## src/rtl/sr_latch_pkg.sv

```systemverilog
// Shared types for the SR latch controller: FSM states, command opcodes, counter width.
package sr_latch_pkg;

  localparam int CNT_W = 8;

  typedef enum logic [1:0] {
    IDLE   = 2'd0,
    PULSE  = 2'd1,
    SETTLE = 2'd2,
    CHECK  = 2'd3
  } stateT;

  typedef enum logic [1:0] {
    OP_NOP   = 2'b00,
    OP_SET   = 2'b01,
    OP_RESET = 2'b10,
    OP_RSVD  = 2'b11
  } opT;

endpackage

```

## src/rtl/sr_latch_ctrl_if.sv

```systemverilog
// Command/status handshake of the SR latch controller; master issues commands, slave executes.
interface sr_latch_ctrl_if;

  logic       cmd_valid;
  logic [1:0] cmd_op;
  logic       cmd_ready;
  logic       done;
  logic       result_q;
  logic       err;
  logic       busy;

  modport master (
    output cmd_valid, cmd_op,
    input  cmd_ready, done, result_q, err, busy
  );

  modport slave (
    input  cmd_valid, cmd_op,
    output cmd_ready, done, result_q, err, busy
  );

endinterface

```

## src/rtl/sync2.sv

```systemverilog
// Two-flop synchronizer for a single asynchronous bit; two cycles of latency, resets to 0.
module sync2 (
  input  logic clk,
  input  logic rst,
  input  logic d,
  output logic q
);

  logic meta;

  always_ff @(posedge clk or posedge rst) begin
    if (rst) begin
      meta <= 1'b0;
      q    <= 1'b0;
    end else begin
      meta <= d;
      q    <= meta;
    end
  end

endmodule

```

## src/rtl/sr_latch_ctrl.sv

```systemverilog
// Drives an external NAND SR latch with timed active-low pulses and verifies the result.
// Latency accept->done: PULSE_CYC+SETTLE_CYC+1 (SET/RESET), SETTLE_CYC+1 (NOP), 2 (reserved); one command at a time.
module sr_latch_ctrl
  import sr_latch_pkg::*;
#(
  parameter int PULSE_CYC  = 4,
  parameter int SETTLE_CYC = 3
) (
  input  logic            clk,
  input  logic            rst,
  sr_latch_ctrl_if.slave  cmd,
  output logic            S_n,
  output logic            R_n,
  input  logic            q_in,
  input  logic            qc_in
);

  localparam logic [CNT_W-1:0] PULSE_LOAD  = CNT_W'(PULSE_CYC - 1);
  localparam logic [CNT_W-1:0] SETTLE_LOAD = CNT_W'(SETTLE_CYC - 1);

  stateT            state;
  logic [CNT_W-1:0] cnt;
  opT               opReg;
  logic             expQ;
  logic             qSync;
  logic             qcSync;

  sync2 uSyncQ  (.clk(clk), .rst(rst), .d(q_in),  .q(qSync));
  sync2 uSyncQc (.clk(clk), .rst(rst), .d(qc_in), .q(qcSync));

  always_ff @(posedge clk or posedge rst) begin
    if (rst) begin
      state        <= IDLE;
      cnt          <= '0;
      opReg        <= OP_NOP;
      expQ         <= 1'b0;
      S_n          <= 1'b1;
      R_n          <= 1'b1;
      cmd.cmd_ready <= 1'b0;
      cmd.busy     <= 1'b0;
      cmd.done     <= 1'b0;
      cmd.result_q <= 1'b0;
      cmd.err      <= 1'b0;
    end else begin
      cmd.done <= 1'b0;
      unique case (state)
        IDLE: begin
          cmd.cmd_ready <= 1'b1;
          if (cmd.cmd_valid && cmd.cmd_ready) begin
            opReg         <= opT'(cmd.cmd_op);
            cmd.cmd_ready <= 1'b0;
            cmd.busy      <= 1'b1;
            unique case (opT'(cmd.cmd_op))
              OP_SET: begin
                expQ  <= 1'b1;
                S_n   <= 1'b0;
                cnt   <= PULSE_LOAD;
                state <= PULSE;
              end
              OP_RESET: begin
                expQ  <= 1'b0;
                R_n   <= 1'b0;
                cnt   <= PULSE_LOAD;
                state <= PULSE;
              end
              OP_NOP: begin
                expQ  <= cmd.result_q;
                cnt   <= SETTLE_LOAD;
                state <= SETTLE;
              end
              OP_RSVD: begin
                // one settle cycle so done lands two cycles after accept
                expQ  <= cmd.result_q;
                cnt   <= '0;
                state <= SETTLE;
              end
            endcase
          end
        end
        PULSE: begin
          if (cnt == '0) begin
            S_n   <= 1'b1;
            R_n   <= 1'b1;
            cnt   <= SETTLE_LOAD;
            state <= SETTLE;
          end else begin
            cnt <= cnt - 1'b1;
          end
        end
        SETTLE: begin
          if (cnt == '0) begin
            cmd.done <= 1'b1;
            state    <= CHECK;
          end else begin
            cnt <= cnt - 1'b1;
          end
        end
        CHECK: begin
          cnt           <= '0;
          cmd.busy      <= 1'b0;
          cmd.cmd_ready <= 1'b1;
          state         <= IDLE;
          if (opReg == OP_RSVD) begin
            cmd.err <= 1'b1;
          end else begin
            cmd.result_q <= qSync;
            // Q==Qc means the latch never resolved (or was driven into the forbidden state)
            if ((qSync != expQ) || (qSync == qcSync)) cmd.err <= 1'b1;
          end
        end
      endcase
    end
  end

endmodule

```

## src/flat_wrapper.sv

```systemverilog
// flat-port wrapper written by rule: the top's interface ports become plain ports
module sr_latch_ctrl_flat import sr_latch_pkg::*;
#(
  parameter int PULSE_CYC  = 4,
  parameter int SETTLE_CYC = 3
)
  (clk, rst, S_n, R_n, q_in, qc_in, cmd_cmd_valid, cmd_cmd_op, cmd_cmd_ready, cmd_done, cmd_result_q, cmd_err, cmd_busy);
  sr_latch_ctrl_if cmd_i ();
  input  logic clk;
  input  logic rst;
  output logic S_n;
  output logic R_n;
  input  logic q_in;
  input  logic qc_in;
  input wire logic [$bits(cmd_i.cmd_valid)-1:0] cmd_cmd_valid;
  input wire logic [$bits(cmd_i.cmd_op)-1:0] cmd_cmd_op;
  output wire logic [$bits(cmd_i.cmd_ready)-1:0] cmd_cmd_ready;
  output wire logic [$bits(cmd_i.done)-1:0] cmd_done;
  output wire logic [$bits(cmd_i.result_q)-1:0] cmd_result_q;
  output wire logic [$bits(cmd_i.err)-1:0] cmd_err;
  output wire logic [$bits(cmd_i.busy)-1:0] cmd_busy;
  assign cmd_i.cmd_valid = cmd_cmd_valid;
  assign cmd_i.cmd_op = cmd_cmd_op;
  assign cmd_cmd_ready = cmd_i.cmd_ready;
  assign cmd_done = cmd_i.done;
  assign cmd_result_q = cmd_i.result_q;
  assign cmd_err = cmd_i.err;
  assign cmd_busy = cmd_i.busy;
  sr_latch_ctrl #(.PULSE_CYC(PULSE_CYC), .SETTLE_CYC(SETTLE_CYC)) u_core (.clk(clk), .rst(rst), .cmd(cmd_i), .S_n(S_n), .R_n(R_n), .q_in(q_in), .qc_in(qc_in));
endmodule
```

## config.mk

```make
export PLATFORM = sky130hd
export DESIGN_NAME = sr_latch_ctrl_flat
export DESIGN_NICKNAME = d
export VERILOG_FILES = /design/src/rtl/sr_latch_pkg.sv /design/src/rtl/sr_latch_ctrl_if.sv /design/src/rtl/sync2.sv /design/src/rtl/sr_latch_ctrl.sv /design/src/flat_wrapper.sv
export SDC_FILE = /design/constraint.sdc
export NUM_CORES = 1
export LEC_CHECK = 0
export ABC_AREA = 1
export ABC_CLOCK_PERIOD_IN_PS = 1600
export CAP_MARGIN = 10
export CORE_MARGIN = 3
export CORE_UTILIZATION = 50
export DETAILED_ROUTE_END_ITERATION = 8
export GPL_TIMING_DRIVEN = 1
export PLACE_DENSITY = 0.85
export SLEW_MARGIN = 20
export SYNTH_ARGS = -nofsm -noshare
export SYNTH_HDL_FRONTEND = slang
export SYNTH_SLANG_ARGS = --single-unit
```

## constraint.sdc

```tcl
create_clock -name clk -period 1.6 [get_ports clk]
set_clock_uncertainty 0.15 [all_clocks]
set_input_delay 0.32 -clock clk [delete_from_list [all_inputs] [get_ports clk]]
set_output_delay 0.32 -clock clk [all_outputs]
set_load 0.1 [all_outputs]
```

==> impl_metrics.toml, run 1 <==
[die]
initial_core_util_pct = 53.74
die_x_um = 58.30
chipHeight_um = 58.30
rows = 18
design.die.area_sq_mm = 0.003399
placeableCoreArea_sq_mm = 0.002545
pin_count = 14

[finish]
final_nets = 221
diodes = 0
largest_register_ffs = 8
layout-drive-gt1-share_pct = 37.07
largest_register = "u_core.cnt"
fin_cells = 235
largestRegisters = "u_core.cnt: 8 flops, u_core.opReg: 2 flops, u_core.state: 2 flops"
syn2layout_area_growth_pct = 42.18

[detailed_routing]
routedWlPerCell_um = 17.09
drt_iter0_markers = 125
routed-via-count = 1353
remaining_drc_errors = 0
first_pass_iters = 5
vias_per_cell = 5.757
drt-total-wl_um = 4015
ant_nets = 0

[critical_path]
crit_required_ns = 1.67
cp_max_fo = 5
cp-end-kind = "flop"
crit_type = "flop to flop"
startpoint = "u_core.cnt[0]"
crit_arrival_ns = 1.81
r2r-start = "u_core.cnt[0]"
setup.worst_path.start_class = "flop"

[global_routing]
overflow = 0
grt_first_pass_wirelength_um = 5913
grt_antenna_before_repair = 0
grt_usage_pct = 22.54
grt_pass1_vias = 1331
grt_max_degree = 25

[clocking]
path_clk_slew_ns = 0.16
clock_latency_ns = 0.34
cts_inserted_buffers = 3
cts_tree = "done"
cts_root_buf = "clkbuf_4"
cts_sinks = 24
htree_levels = 1
cts.path.max_buffers = 2
cts.hold.buffers_added = 0

[placement]
place.gp.congestion = 0.8620
dpl.cell_count = 222
port_buffers = 13
dp_hpwl_um = 2412

[yosys]
synth_top_area_cell = "dfrtp_1"
syn-cell-area_sq_mm = 0.001368
yosysWarnings = 0
synth.area.top_cells = "dfrtp_1 40%, nand2_1 11%, ha_1 7.3%"
syn-num-nets = 183
yosysTopAreaCellShare_pct = 40.26
ys_seq_area_share_pct = 44.10
syn_inst = 168
synth.ff_latch_count = 24
syn_area_per_cell_sq_um = 8.140
yosysUniqueCellTypes = 28

[timing]
setup_ws_ns = -0.1423
relSlewSlack_pct = 77.81
rsz0062_at_grt = "true"
period_minus_slack_ns = 1.742
fmax_ghz = 0.5739
tightest_slew_ns = 0.3328
timing_hold_violations_final = 0
setup_violations = 11
fin_crit_sh_pct = 108.9
drv_slew = 0

[outcome]
status = "complete, but fails checks"
violations = "setup timing"

[min_path]
hold_path_class = "input pin to async pin"

[job]
max_cap_violations = 0
## cells by family (layout without fill, tap and decap cells)
group           Yosys count  after routing  synth area share, %
xor+xnor                  1              1               0.6406
simple gates             85             86                30.01
fa+ha+maj                 8              8                7.320
flops                    24             24                44.10
buf+inv                  27             63                7.960
compound gates           23             23                9.974
## area by class of cell
cell class                      count  area [sq um]
Timing Repair Buffer               34         386.6
Fill cell                         150         600.6
Multi-Input combinational cell    118         762.0
Sequential cell                    24         606.8
Inverter                           25         98.84
Clock inverter                      1         30.03
Clock buffer                        3         22.52
Tap cell                           30         37.54
## layer usage
metal / up-vias / part of all wire, % / GRT usage, %
met5: - / 0 / 0
met3: 22 / 6.7 / 3.947
met4: 0 / 4.5 / 8.278
met2: 77 / 49 / 39.87
met1: 645 / 40 / 27.26
li1: 609 / - / -
## final timing paths
kind / endpoint / slack [ns] / depth (start not counted)
worst max-delay path: u_core.cnt[7] / -0.14 / 10
worst min-delay path: u_core.cnt[0] / 0.13 / 3
worst max register to register: u_core.cnt[7] / -0.14 / 10
worst min register to register: u_core.uSyncQc.q / 0.23 / 0
max in group asynchronous: u_core.R_n / 0.92 / 3
min in group clk: u_core.uSyncQc.q / 0.23 / 0
## synthesized netlist by cell type, drive strengths merged
master   count
a31oi        1
xor2         1
nand2       45
nor2        22
a2bb2oi      1
buf          2
o21a         1
ha           8
a21oi        5
o21ai       14
nand4        5
inv         25
dfrtp       22
nor3         1
o21bai       1
dfstp        2
nand3       12
## what timing repair did
| item | in CTS | in global routing |
|---|---|---|
| setup endpoints to repair | 14 | 14 |
| endpoints found under the hold margin | 0 | 0 |
| resized for setup | 13 | 17 |
| pin swaps | 2 | 5 |
| gates cloned | 1 | 0 |
| setup buffers | 2 | 6 |
## critical path, stage by stage (launching register included)
cell	delay [ns]
dfrtp_1	0.45
inv_2	0.11
ha_4	0.17
nand3_4	0.10
nor2_4	0.16
buf_4	0.15
nand2_4	0.06
nand3_1	0.09
nand2_1	0.07
nand2_1	0.07
nor2_1	0.05
## placed cells by master (no fill, tap or decap), types with 2 or more instances in the layout
| cell type | count |
|---|---|
| nor2_1 | 13 |
| ha_1 | 4 |
| nand2_1 | 37 |
| ha_4 | 2 |
| buf_4 | 18 |
| nand4_1 | 5 |
| inv_2 | 7 |
| dfstp_2 | 2 |
| o21ai_2 | 3 |
| ha_2 | 2 |
| nand2_2 | 5 |
| clkbuf_4 | 3 |
| buf_12 | 9 |
| inv_1 | 17 |
| nand3_1 | 7 |
| o21ai_0 | 8 |
| nand2_4 | 4 |
| o21ai_1 | 3 |
| nand3_2 | 4 |
| clkdlybuf4s50_1 | 6 |
| a21oi_1 | 4 |
| nor2_4 | 3 |
| nor2_2 | 6 |
| dfrtp_1 | 21 |
## metrics by stage
stage / util, % / setup slack (ns) / setup TNS (ns) / hold slack (ns) / area, sq um
after floorplan: - / 0.02763 / 0 / 0.1812 / 1371
after global placement: 67.55 / -0.1639 / -0.7387 / 0.1826 / 1719
after detailed placement: 67.55 / -0.2796 / -1.614 / 0.1965 / 1719
after CTS: 72.32 / -0.004314 / -0.01238 / 0.1366 / 1841
after global routing: 76.40 / -0.1486 / -1.264 / 0.1737 / 1944
final: 76.40 / -0.1423 / -0.6789 / 0.1292 / 1944
Power of run 1 is not shown: default switching activity piles up to over one toggle a cycle in this logic, so the estimate is an artifact.
==> run 2: changes to the inputs <==
Settings changed: CAP_MARGIN 10 to not set.
==> results of run 2 <==
Final layout, timing and power as in run 1 (identical DEF).
Power of run 2 is left out for the same reason.
